**src/rtl/key_filter.sv**
```systemverilog
// Two-flop synchroniser plus per-key debounce FSM for active-low push-buttons.
// Produces one-cycle press flags, debounced held levels and a combined flag.
module key_filter #(
  parameter int KEY_NUM = 4,
  parameter int DEB_CNT = 1000000,
  parameter int CNT_W   = 20
) (
  input  logic               CLK,
  input  logic               RSTn,
  input  logic [KEY_NUM-1:0] key_in,
  output logic [KEY_NUM-1:0] flag_key,
  output logic [KEY_NUM-1:0] key_state,
  output logic               flag_any
);

  typedef enum logic [1:0] {
    IDLE      = 2'd0,
    FILTER_DN = 2'd1,
    DOWN      = 2'd2,
    FILTER_UP = 2'd3
  } key_fsm_t;

  localparam logic [CNT_W-1:0] CNT_LAST = CNT_W'(DEB_CNT - 1);

  logic [KEY_NUM-1:0] sync_1;
  logic [KEY_NUM-1:0] sync_2;
  logic [KEY_NUM-1:0] flag_nxt;

  // Synchroniser resets to released so a held key cannot flag straight out of reset.
  always_ff @(posedge CLK or negedge RSTn) begin
    if (!RSTn) begin
      sync_1 <= '1;
      sync_2 <= '1;
    end else begin
      sync_1 <= key_in;
      sync_2 <= sync_1;
    end
  end

  for (genvar g = 0; g < KEY_NUM; g++) begin : g_key
    key_fsm_t         state;
    logic [CNT_W-1:0] cnt;
    logic             flag_r;
    logic             level_r;

    // The press is accepted on the edge that completes the low-filter count.
    assign flag_nxt[g] = (state == FILTER_DN) && !sync_2[g] && (cnt == CNT_LAST);

    always_ff @(posedge CLK or negedge RSTn) begin
      if (!RSTn) begin
        state   <= IDLE;
        cnt     <= '0;
        flag_r  <= 1'b0;
        level_r <= 1'b0;
      end else begin
        flag_r <= flag_nxt[g];
        case (state)
          IDLE: begin
            cnt <= '0;
            if (!sync_2[g]) state <= FILTER_DN;
          end
          FILTER_DN: begin
            if (sync_2[g]) begin
              state <= IDLE;
              cnt   <= '0;
            end else if (cnt == CNT_LAST) begin
              state   <= DOWN;
              cnt     <= '0;
              level_r <= 1'b1;
            end else begin
              cnt <= cnt + CNT_W'(1);
            end
          end
          DOWN: begin
            cnt     <= '0;
            level_r <= 1'b1;
            if (sync_2[g]) state <= FILTER_UP;
          end
          FILTER_UP: begin
            if (!sync_2[g]) begin
              state <= DOWN;
              cnt   <= '0;
            end else if (cnt == CNT_LAST) begin
              state   <= IDLE;
              cnt     <= '0;
              level_r <= 1'b0;
            end else begin
              cnt <= cnt + CNT_W'(1);
            end
          end
          default: begin
            state <= IDLE;
            cnt   <= '0;
          end
        endcase
      end
    end

    assign flag_key[g]  = flag_r;
    assign key_state[g] = level_r;
  end

  always_ff @(posedge CLK or negedge RSTn) begin
    if (!RSTn) flag_any <= 1'b0;
    else       flag_any <= |flag_nxt;
  end

endmodule

```
**config.mk**
```make
export PLATFORM = sky130hd
export DESIGN_NAME = key_filter
export DESIGN_NICKNAME = d
export VERILOG_FILES = /design/src/rtl/key_filter.sv
export SDC_FILE = /design/constraint.sdc
export NUM_CORES = 1
export LEC_CHECK = 0
export BUFFER_PORTS_ARGS = -buffer_cell sky130_fd_sc_hd__clkbuf_2
export CAP_MARGIN = 20
export CORE_MARGIN = 2
export CORE_UTILIZATION = 30
export DETAILED_ROUTE_END_ITERATION = 7
export GPL_TIMING_DRIVEN = 1
export PLACE_DENSITY_LB_ADDON = 0.12
export SYNTH_ARGS = -nofsm -noshare
export SYNTH_HDL_FRONTEND = slang
export SYNTH_SLANG_ARGS = --single-unit
```
**constraint.sdc**
```tcl
create_clock -name CLK -period 4.35 [get_ports CLK]
set_input_delay 0.87 -clock CLK [delete_from_list [all_inputs] [get_ports CLK]]
set_output_delay 0.87 -clock CLK [all_outputs]
set_load 0.05 [all_outputs]
```
==> results by group <==
Run status
  – Status: finished clean

Route
  – Top Layer Used: met4
  – Drt drc: 0
  – DR WL/cell: around 14 microns
  – M1 WL: between 5 and 6 mm
  – Wire length on met3: 318 microns
  – Initial detailed-routing violation count: about 160
  – First-pass DRT Iterations: 5
  – Met2 WL: 4.634 mm
  – Final wirelength: 10.14 mm
  – Vias per inst: slightly below 5
  – Via count: roughly 3.6k
  – Number of routed nets with antenna violations: 0

Logic synthesis
  – Largest family of logic cells by synthesized area: simple AND/OR/NAND/NOR gates
  – Post-synthesis adder-cell area fraction: 0.009906
  – Yosys cell types: 47
  – Area leader, netlist: dfrtp_1
  – Synth Area in Simple Gates: 0.2467
  – Share of the synthesized area in the top cell type: 0.4804
  – Mapped cell area: around 5000 sq um
  – Synth warnings: 0
  – Top cells by count, synth: dfrtp_1 (97), nor2_1 (62), nand3_1 (31)
  – Seq/Total Area, Yosys: 0.5220
  – Seq cells post-synth: 105
  – Syn_nets: 517
  – Post-synth EDFFs: 0
  – Async S/R FF share, synth: 1.000
  – Primary FF master, synth: dfrtp_1
  – Post-synthesis mux area share: 0.007925
  – Top post-synthesis cells by area: dfrtp_1 (48%), nor2_1 (4.6%), xnor2_1 (4.3%)
  – Synth Area in XOR/XNOR: 0.08494
  – Post-synthesis compound-gate area fraction: 0.08569
  – Syn avg cell area: around 10 sq um
  – Count leader, synth: dfrtp_1
  – Post-Syn Instances: between 500 and 600

Finish
  – Area grow syn2layout: 11.74%
  – Share of layout cells above drive strength 1: 0.09653
  – ANT cells: 0
  – Design Area, Final: roughly 5600 sq um
  – Nets@finish: approximately 520

STA
  – Worst clock skew: 5.621 ps
  – Hold WS: approximately 360 ps
  – Maximum clock rate: around 0.44 GHz
  – Final Hold Fails: 0
  – Setup repair after global routing missed its margin: false
  – Pins Over Slew Limit: 0
  – Worst slew margin: 0.5446
  – Worst-margin pin slew: ~680 ps
  – Final min period: roughly 2300 ps
  – Crit share post-route: 0.5252
  – # setup viols final: 0
  – Setup TNS: 0 ps

Clock tree
  – Post_cts resized: 0
  – CTS tree: built
  – Worst-path clk slew: approximately 70 ps
  – Total number of H-tree levels: 3
  – Clock root buffer: clkbuf_16
  – Post-CTS setup buffer count: 0
  – Clk sink count: 105
  – Hold_buf cts: 0
  – TritonCTS buffer count: 9
  – Max Root-Sink Buffers: 2
  – Clock latency on the worst-skew pair: 350 ps

Power
  – Pint: between 1500 and 2000 uW
  – PD cells: approximately 340 nW/um^2
  – Sw frac: 0.2221
  – Maximum vdd drop: approximately 170 uV
  – Seq pwr share: 0.513
  – P_sw: 431.0 uW
  – Leakage power figure: around 0.0022 uW
  – Comb pwr share: 0.026
  – Clock power frac: 0.461

Run
  – Max-Cap Viols: 0

Placement
  – Final HPWL DP: between 6 and 7 mm
  – Dpl cell area: 5319 sq um
  – PortBufs: 14
  – GPL Wtd Cong: around 0.74

Floorplan
  – Initial core utilization: 0.3057
  – Full die area: approximately 18000 sq um
  – Io pins: 15
  – Core Area: 16520 sq um
  – Chip width: ~130 microns
  – Chip height: around 130 microns
  – Row count: between 40 and 50

Global routing
  – Initial antenna violation count: 0
  – First-pass GRT wire length: around 18 mm
  – Vias in the first global route: between 3k and 4k
  – Gr ovfl total: 0
  – Largest net degree at the start of global routing: between 50 and 60
  – All-Layer GR Usage: 0.1241

Min path
  – Worst Hold Class: flip-flop to flip-flop

Setup path
  – Critical R2R Capture: g_key[3].cnt[8]
  – Critical Path Sink: g_key[3].cnt[8]
  – Reg-to-reg slack, setup: slightly above 2000 ps
  – Worst-path fanout max: 20
  – R2R cell count: 5
  – Critical path arrival: 2490 ps
  – Worst setup path start: g_key[3].cnt[0]
  – CP startpoint kind: flip-flop
  – RR Startpoint: g_key[3].cnt[0]
  – Req. time, crit path: approximately 4600 ps
  – Crit. End Element: flip-flop
  – CP Class: flip-flop to flip-flop
[state kept, by name, indices dropped and copies added, names as in the netlist, named ones only]
signal / count
g_key.flag_r: 4
g_key.state: 4
g_key.level_r: 4
sync_1: 4
g_key.cnt: 80
flag_any: 1
sync_2: 4
[cells in the final DEF (no fill, tap or decap), types with 3 or more instances in the layout]
cell type	Yosys	routed
or3_1	17	17
or4_1	16	16
o31ai_1	11	11
xor2_1	24	24
nor4_1	11	11
dfrtp_1	97	97
buf_4	9	5
mux2i_1	4	4
and4_1	11	11
clkbuf_2	0	13
inv_1	24	24
dfstp_2	8	8
nand2b_1	3	3
and3_1	5	5
nand3_1	31	31
o21ai_0	14	14
a21oi_1	29	29
nor2b_1	3	3
nor2_1	62	62
clkbuf_16	0	9
ha_1	4	4
nor3_1	6	6
nand2_1	29	29
xnor2_1	25	25
nand4_1	18	18
o41ai_1	3	3
[power groups by stage]
stage	clock (uW)	sequential, uW	combinational (uW)
final	895	995	50.5
after global routing	974	997	59.8
after CTS	933	995	53.5
after detailed placement	0	1010	53.3
after global placement	0	1010	53.0
after floorplan	0	1010	22.2
[kinds of logic (layout without fill, tap and decap cells)]
family                   count (synthesis)  count (layout)
AND/OR/NAND/NOR                        228             228
flip-flops                             105             105
AO/OA/AOI/OAI                           70              70
XOR/XNOR                                49              49
buffers and inverters                   47              58
adder cells (fa/ha/maj)                  4               4
multiplexers                             4               4
[layer usage]
metal / GRT usage / vias up
met4: 0.03960 / 0
li1: - / 1811
met3: 0.03628 / 10
met5: 0 / -
met2: 0.1900 / 37
met1: 0.1696 / 1763
[cell type report]
| class | instances | area [sq um] |
|---|---|---|
| Clock buffer | 9 | 225.2 |
| Clock inverter | 7 | 101.3 |
| Fill cell | 1693 | 10880 |
| Inverter | 24 | 90.09 |
| Multi-Input combinational cell | 355 | 2213 |
| Sequential cell | 105 | 2638 |
| Tap cell | 220 | 275.3 |
| Timing Repair Buffer | 18 | 102.6 |
[worst max-delay path: stages, from the launching register on]
cell and delay (ps):
dfrtp_1 380, ha_1 220, nand2_1 140, nor4_1 630, a21o_1 650, nor2_1 110
[how the worst min path moves through the flow]
stage,startpoint,depth (start not counted),endpoint,slack [ps]
6_report,sync_1[1],0,sync_2[1],360
5_1_grt,sync_1[3],0,sync_2[3],360
2_1_floorplan,sync_1[0],0,sync_2[0],350
4_1_cts,sync_1[1],0,sync_2[1],360
3_3_place_gp,sync_1[3],0,sync_2[3],350
3_5_place_dp,sync_1[1],0,sync_2[1],350
[per-stage QoR]
step	power, uW	worst slack (ps)	util	cells
floorplan	1035	2493	-	507
CTS	1982	2037	0.3416	738
detailed placement	1068	2053	0.3219	722
global route	2030	1824	0.3416	738
finish	1941	2065	0.3416	738
global placement	1067	2205	0.3219	722
Note: power is estimated with default switching activity, not from simulation.
